==> config.mk <==
export PLATFORM = sky130hd
export DESIGN_NAME = sim_result_mailbox
export DESIGN_NICKNAME = d
export VERILOG_FILES = /design/src/rtl/sim_result_mailbox.sv
export SDC_FILE = /design/constraint.sdc
export NUM_CORES = 1
export LEC_CHECK = 0
export BUFFER_PORTS_ARGS = -buffer_cell sky130_fd_sc_hd__clkbuf_2
export CAP_MARGIN = 0
export CORE_MARGIN = 2
export CORE_UTILIZATION = 60
export DETAILED_ROUTE_END_ITERATION = 7
export HOLD_SLACK_MARGIN = 0.1
export PLACE_DENSITY = 0.79
export SLEW_MARGIN = 10
export SYNTH_ARGS = -nofsm -noshare
export SYNTH_HDL_FRONTEND = slang
export SYNTH_SLANG_ARGS = --single-unit
==> constraint.sdc <==
create_clock -name i_clk -period 3.9 [get_ports i_clk]
set_input_delay 1.17 -clock i_clk [delete_from_list [all_inputs] [get_ports i_clk]]
set_output_delay 1.17 -clock i_clk [all_outputs]
set_load 0.01 [all_outputs]
==> src/rtl/sim_result_mailbox.sv <==
// Memory-mapped simulation result mailbox: sticky pass/fail latch, scratch register and a
// console byte FIFO drained through a ready/valid stream.
module sim_result_mailbox #(
    parameter logic [7:0]  PASS_CODE  = 8'h6d,
    parameter int unsigned FIFO_DEPTH = 16
) (
    input  logic       i_clk,
    input  logic       i_rst_n,
    input  logic       i_cs,
    input  logic       i_we,
    input  logic [1:0] i_addr,
    input  logic [7:0] i_data,
    output logic [7:0] o_data,
    output logic       o_done,
    output logic       o_pass,
    output logic [7:0] o_result_code,
    output logic       o_con_valid,
    output logic [7:0] o_con_data,
    input  logic       i_con_ready
);

    localparam int unsigned AW = $clog2(FIFO_DEPTH);
    localparam logic [AW:0] PTR_ONE = 1;

    localparam logic [1:0] ADDR_RESULT  = 2'd0;
    localparam logic [1:0] ADDR_CONSOLE = 2'd1;
    localparam logic [1:0] ADDR_STATUS  = 2'd2;
    localparam logic [1:0] ADDR_SCRATCH = 2'd3;

    logic [7:0]  r_mem [FIFO_DEPTH];
    logic [AW:0] r_wr_ptr;
    logic [AW:0] r_rd_ptr;
    logic        r_overflow;
    logic        r_done;
    logic        r_pass;
    logic [7:0]  r_result_code;
    logic [7:0]  r_scratch;
    logic [7:0]  r_data;

    logic        w_wr;
    logic        w_rd;
    logic        w_empty;
    logic        w_full;
    logic        w_pop;
    logic        w_push_req;
    logic        w_push;
    logic        w_ovf_set;
    logic        w_ovf_clr;
    logic [AW:0] w_level;
    logic [8:0]  w_level_ext;
    logic [7:0]  w_level_byte;
    logic [7:0]  w_rd_data;

    assign w_wr = i_cs & i_we;
    assign w_rd = i_cs & ~i_we;

    assign w_empty = (r_wr_ptr == r_rd_ptr);
    assign w_full  = (r_wr_ptr[AW-1:0] == r_rd_ptr[AW-1:0]) && (r_wr_ptr[AW] != r_rd_ptr[AW]);

    assign w_pop      = ~w_empty & i_con_ready;
    assign w_push_req = w_wr && (i_addr == ADDR_CONSOLE);
    // A pop in the same cycle frees the slot, so a full FIFO can still accept.
    assign w_push     = w_push_req & (~w_full | w_pop);
    assign w_ovf_set  = w_push_req & w_full & ~w_pop;
    assign w_ovf_clr  = w_wr && (i_addr == ADDR_STATUS) && i_data[2];

    assign w_level      = r_wr_ptr - r_rd_ptr;
    assign w_level_ext  = 9'(w_level);
    assign w_level_byte = w_level_ext[8] ? 8'hff : w_level_ext[7:0];

    always_comb begin
        w_rd_data = 8'h00;
        case (i_addr)
            ADDR_RESULT:  w_rd_data = r_result_code;
            ADDR_CONSOLE: w_rd_data = w_level_byte;
            ADDR_STATUS:  w_rd_data = {3'b000, r_pass, r_done, r_overflow, w_full, w_empty};
            ADDR_SCRATCH: w_rd_data = r_scratch;
            default:      w_rd_data = 8'h00;
        endcase
    end

    // Storage is not reset; the pointers alone define which entries are live.
    always_ff @(posedge i_clk) begin
        if (w_push) begin
            r_mem[r_wr_ptr[AW-1:0]] <= i_data;
        end
    end

    always_ff @(posedge i_clk or negedge i_rst_n) begin
        if (!i_rst_n) begin
            r_wr_ptr      <= '0;
            r_rd_ptr      <= '0;
            r_overflow    <= 1'b0;
            r_done        <= 1'b0;
            r_pass        <= 1'b0;
            r_result_code <= 8'h00;
            r_scratch     <= 8'h00;
            r_data        <= 8'h00;
        end else begin
            if (w_push) begin
                r_wr_ptr <= r_wr_ptr + PTR_ONE;
            end
            if (w_pop) begin
                r_rd_ptr <= r_rd_ptr + PTR_ONE;
            end
            if (w_ovf_set) begin
                r_overflow <= 1'b1;
            end else if (w_ovf_clr) begin
                r_overflow <= 1'b0;
            end
            if (w_wr && (i_addr == ADDR_RESULT) && !r_done) begin
                r_done        <= 1'b1;
                r_result_code <= i_data;
                r_pass        <= (i_data == PASS_CODE);
            end
            if (w_wr && (i_addr == ADDR_SCRATCH)) begin
                r_scratch <= i_data;
            end
            if (w_rd) begin
                r_data <= w_rd_data;
            end
        end
    end

    assign o_data        = r_data;
    assign o_done        = r_done;
    assign o_pass        = r_pass;
    assign o_result_code = r_result_code;
    assign o_con_valid   = ~w_empty;
    assign o_con_data    = r_mem[r_rd_ptr[AW-1:0]];

endmodule
==> results.cfg, run 1 <==
[status]
status = finished clean

[sta]
fin_ws_ns = 0.243
period_needed_ns = 3.66
skew_ns = 0.00943
worst_pin_slew_ns = 0.920
report.final.slew_viol_count = 0
max_freq_ghz = 0.273
fin_tns_setup_ns = 0
grt_setup_unrepaired = false
hold_viol = 0
setup_viol = 0
fin_crit_sh_pct = 93.8
maxSlewHeadroom_pct = 38.7

[pwr]
p_int_uw = 3720
power.switching_fraction_pct = 30.2
power_uw = 5330
pwr-share-comb_pct = 28.8
pwr_density_cell_nw_per_um2 = 683
seq_power_share_pct = 41.7
clock_power_share_pct = 29.5
p_switching_uw = 1610
ir_drop_mv = 0.422
leakagePower_uw = 0.00288

[logic_synthesis]
synth_top_area_share_pct = 56.3
synth_ff_type = edfxtp_1
synth_cells = 393
synth_edf_count = 128
synthTopCellsByCount = 128 x edfxtp_1, 37 x dfrtp_1, 35 x mux4_2, 34 x nand2_1, 18 x mux2_2
synth_cell_types = 45
ys_ff_latch = 165
synthArstFlopShare_pct = 22.4
avgSynthCellArea_um2 = 17.4
synth_top_cell_by_area = edfxtp_1
yosysMostFrequentCell = edfxtp_1
yosysWarnings = 0
netlist_area_um2 = 6830
syn_nets = 418
ys_seq_area_share_pct = 69.9
synth_area_leaders = edfxtp_1 56%, dfrtp_1 14%, mux4_2 12%, mux2_2 3.0%, nand2_1 1.9%

[clock_tree]
root_buffer = clkbuf_16
clockBufferDepth = 2
cts.sinks = 165
insertion_delay_ns = 0.42
postCtsSetupBuffers = 0
cts_max_level = 4
numCtsBuffers = 17
cts_tree = built
cts.clk_slew.worst_paths_ns = 0.06
cts_resized = 0
hold_buffers = 0

[global_route]
antenna_found_initial = 0
gr-total-overflow = 0
grt_pass1_wl_mm = 21.9
grt_pass1_vias = 3835
grt_usage_pct = 23.9
grt_max_degree = 38

[placed_design]
routabilityCongestion = 0.866
io_buffer_count = 41
dp_slack_ns = 0.590
dpl.hpwl_mm = 8.70
dp.cells = 572

[route]
drtPass1Iterations = 5
vias_per_cell = 6.25
wirelength_mm = 13.6
drc = 0
ant_nets = 0
wl_per_cell_um = 22.4
drt_iter0_drc = 386
num_vias = 3776

[setup_path]
path_buf_inv = 2
r2r_cells = 6
worstReg2RegEnd = r_mem[6][6]
cpLargestDelayFamily = flip-flops
critPathKind = reg -> out
reg2reg_slack_ns = 0.52
cp.required_ns = 2.73
startpoint_type = flip-flop
worstPathArrival_ns = 2.49
crit_path_max_fanout = 20
worstReg2RegStart = r_rd_ptr[3]
slowest_stage = dfrtp_2
path_cells = buf_12, mux4_2, mux2i_1, a21oi_1, clkbuf_2
critPathMaxStageDelay_ns = 0.75
worstSetupStartpoint = r_rd_ptr[0]
cp-end-kind = primary output

[cells_and_area]
instances_no_fill = 604
drive_gt1_share_pct = 30.4
nFillCells = 680
area_growth_syn_to_layout_pct = 14.5
nets = 476
antenna-diode-count = 0
final_util_pct = 71.1

[floorplanning]
initial_core_util_pct = 62.1
fp.dieH_um = 111
io-pin-count = 42
rows = 38
core_area_um2 = 11000
die_area_um2 = 12200
die_w_um = 111

[job]
cap_violations = 0

[hold_path]
holdPathStages = 2
hold_class = reg -> reg
holdPathEnd = o_data[6]
hold_start = o_data[6]
## worst reg2reg max path: cells and delay by family (launching register included)
| family | cells | cell delay (ns) |
|---|---|---|
| DFF | 1 | 0.68 |
| and+or+nand+nor | 3 | 1.08 |
| adders and majority gates | 1 | 0.41 |
| AOI/OAI and AO/OA | 1 | 0.51 |
| buffers and inverters | 1 | 0.32 |
## flip-flops by register name, indices dropped and copies added, names as in the netlist
register and cells:
r_mem 128, r_rd_ptr 5, o_result_code 8, o_data 8, r_scratch 8, r_overflow 1, o_done 1, r_wr_ptr 5
o_pass 1
## worst max-delay path by stage
stage	to	slack (ns)	depth (start not counted)
5_1_grt	o_con_data[4]	0.09	5
4_1_cts	o_con_data[0]	0.20	5
2_1_floorplan	r_mem[0][0]	0.85	5
3_5_place_dp	r_mem[6][4]	0.59	5
6_report	o_con_data[0]	0.24	5
3_3_place_gp	r_mem[6][4]	0.67	5
## per-stage QoR
step	area (µm²)	hold slack (ns)
after floorplan	6830	0.474
after global routing	7810	0.497
after CTS	7810	0.484
final	7810	0.481
after detailed placement	7250	0.469
after global placement	7250	0.463
## cells in the final DEF (no fill, tap or decap), types with 2 or more instances in the layout
cell type | netlist | layout
clkbuf_16 | 0 | 17
nand2_1 | 34 | 34
clkbuf_8 | 0 | 4
xor2_1 | 4 | 4
xnor2_1 | 7 | 7
a22oi_1 | 3 | 3
clkbuf_1 | 4 | 3
nand4_1 | 5 | 5
mux4_2 | 35 | 35
ha_1 | 9 | 9
mux2_2 | 18 | 18
buf_4 | 3 | 13
o21ai_0 | 8 | 8
clkinv_2 | 0 | 3
and3_1 | 8 | 8
nor3_1 | 4 | 4
nand3_1 | 3 | 3
a21oi_1 | 12 | 12
edfxtp_1 | 128 | 128
nand2b_1 | 3 | 3
clkinvlp_4 | 0 | 2
mux2i_1 | 8 | 8
clkbuf_2 | 0 | 41
inv_1 | 9 | 9
a31oi_1 | 2 | 2
a21o_1 | 2 | 2
nor2_1 | 17 | 17
and2_1 | 2 | 2
dfrtp_1 | 37 | 36
## routing by layer
metal  global-route usage, %  vias up  wire length (µm)
met4                    7.08        0               148
met5                       0        -                 0
met1                    35.1     1931              5700
met3                    5.36       15               990
li1                        -     1644                 -
met2                    36.8      186              6720
## final cells by class
type / instances / area, µm² / area share [%]
flip-flops and latches: 165 / 4770 / 61.1
clock buffers: 24 / 492 / 6.29
multi-input cells: 201 / 1940 / 24.8
repair buffers: 55 / 323 / 4.13
well taps: 140 / 175 / 2.24
clock inverters: 8 / 75.1 / 0.961
inverters: 11 / 41.3 / 0.529
## kinds of logic after synthesis
kind of cell / synth area share (%)
muxes: 15.7
xor gates and xnor gates: 1.65
and+or+nand+nor: 6.07
buffers and inverters: 1.76
DFF: 69.9
adders and majority gates: 1.94
AOI/OAI and AO/OA: 3.01
## power groups by stage
| stage | Sequential, µW | Clock (µW) | Combinational [µW] |
|---|---|---|---|
| after floorplan | 2170 | 0 | 1140 |
| after global placement | 2250 | 0 | 1500 |
| after detailed placement | 2260 | 0 | 1540 |
| after CTS | 2220 | 1600 | 1550 |
| after global routing | 2250 | 1670 | 1680 |
| final | 2230 | 1570 | 1540 |
Power figures use the tool's default switching activity.
==> inputs of run 2 (changes only) <==
--- a/config.mk
+++ b/config.mk
@@ -8,10 +8,10 @@
 export BUFFER_PORTS_ARGS = -buffer_cell sky130_fd_sc_hd__clkbuf_2
 export CAP_MARGIN = 0
 export CORE_MARGIN = 2
-export CORE_UTILIZATION = 60
+export CORE_UTILIZATION = 25
 export DETAILED_ROUTE_END_ITERATION = 7
 export HOLD_SLACK_MARGIN = 0.1
-export PLACE_DENSITY = 0.79
+export MAX_ROUTING_LAYER = met4
 export SLEW_MARGIN = 10
 export SYNTH_ARGS = -nofsm -noshare
 export SYNTH_HDL_FRONTEND = slang
==> run 2 against run 1 <==
Effect of this change: clock-buffer cell count is 6 lower; sequential share of layout area fell by 2.5 points; setup slack improved by 0.036 ns; first-iteration DRC count down 3.9%; largest cell class unchanged; largest power group unchanged.
==> results.cfg, run 2 (same netlist as run 1, synthesis figures left out) <==
[route]
vias_per_cell = 4.64
wl_per_cell_um = 19.2
wirelength_mm = 15.6
drc = 0
drt_iter0_drc = 371
num_vias = 3770
ant_nets = 0
drtPass1Iterations = 4

[floorplanning]
die_area_um2 = 28600
rows = 60
die_w_um = 169
fp.dieH_um = 169
io-pin-count = 42
initial_core_util_pct = 25.4
core_area_um2 = 26900

[sta]
skew_ns = 0.00991
hold_viol = 0
fin_crit_sh_pct = 92.9
report.final.slew_viol_count = 0
setup_viol = 0
fin_ws_ns = 0.279
worst_pin_slew_ns = 0.936
maxSlewHeadroom_pct = 37.6
whs_ns = 0.503
max_freq_ghz = 0.276
fin_tns_setup_ns = 0
period_needed_ns = 3.62
grt_setup_unrepaired = false

[setup_path]
cp.required_ns = 2.73
crit_path_max_fanout = 14
cp-end-kind = primary output
path_cells = buf_4, mux4_2, mux2i_1, a21oi_1, clkbuf_2
worstReg2RegEnd = r_mem[4][4]
slowest_stage = dfrtp_2
path_buf_inv = 2
cpLargestDelayFamily = multiplexers
worstPathArrival_ns = 2.45
r2r_cells = 7
critPathKind = reg -> out
worstSetupStartpoint = r_rd_ptr[0]
cp.depth = 5
setup.worst_path.end = o_con_data[7]
reg2reg_slack_ns = 0.89
worstReg2RegStart = r_rd_ptr[3]
startpoint_type = flip-flop
critPathMaxStageDelay_ns = 0.72

[pwr]
leakagePower_uw = 0.00293
ir_drop_mv = 0.359
power_uw = 5480
pwr_density_cell_nw_per_um2 = 672

[placed_design]
routabilityCongestion = 0.825
dp_slack_ns = 0.704
dpl.hpwl_mm = 10.3
placed_area_um2 = 7560
io_buffer_count = 41

[global_route]
grt_pass1_vias = 3974
gr-total-overflow = 0
grt_usage_pct = 11.8
grt_max_degree = 38
grt_pass1_wl_mm = 24.2
antenna_found_initial = 0

[cells_and_area]
nets = 484
mostFrequentLayoutCells = 128 x edfxtp_1, 41 x clkbuf_2, 36 x dfrtp_1
largest_register_ffs = 128
antenna-diode-count = 0
area_growth_syn_to_layout_pct = 19.4
drive_gt1_share_pct = 32.0
finalInstanceArea_um2 = 8150
final_common_cell = edfxtp_1

[job]
cap_violations = 0

[clock_tree]
insertion_delay_ns = 0.43
root_buffer = clkbuf_16
postCtsSetupBuffers = 0
cts_max_level = 4
numCtsBuffers = 17
cts_tree = built
cts.clk_slew.worst_paths_ns = 0.07
cts.sinks = 165
hold_buffers = 0
clockBufferDepth = 2
cts_resized = 0

[hold_path]
hold_class = reg -> reg

[status]
status = finished clean
run 2: power breakdown:
group | switching (µW) | internal (µW)
Clock | 750 | 912
Combinational | 848 | 749
Sequential | 186 | 2030
Total | 1780 | 3690
run 2: stage by stage:
stage / util (%) / cells
3_5_place_dp: 28.1 / 781
2_1_floorplan: - / 393
6_report: 30.3 / 813
5_1_grt: 30.3 / 813
4_1_cts: 30.3 / 813
3_3_place_gp: 28.1 / 781
run 2: layout make-up:
type	instances	area, µm²
timing repair buffer	63	383
tap	341	427
clock inverter	14	163
multi-input combinational	201	1940
clock buffer	18	429
sequential	165	4770
inverter	11	41.3
fill	2655	18700
run 2: worst min path at each step:
stage,from,to,slack [ns],cells after the start
finish,o_data[0],o_data[0],0.50,2
global route,r_scratch[4],r_scratch[4],0.53,1
CTS,o_data[0],o_data[0],0.51,2
detailed placement,o_data[0],o_data[0],0.49,2
global placement,o_data[2],o_data[2],0.47,2
floorplan,r_scratch[2],r_scratch[2],0.47,1
run 2: metal layers:
metal	share of wire, %	vias up	global-route usage [%]
met5	0	-	-
met4	1.5	0	3.42
met3	7.1	20	3.57
met2	45	119	16.8
met1	47	1969	16.3
li1	-	1662	-
run 2: worst min-delay path, cell delays in order, from the launching register on:
cell     delay, ns
dfrtp_1       0.34
nand2_1       0.05
o21ai_1       0.07
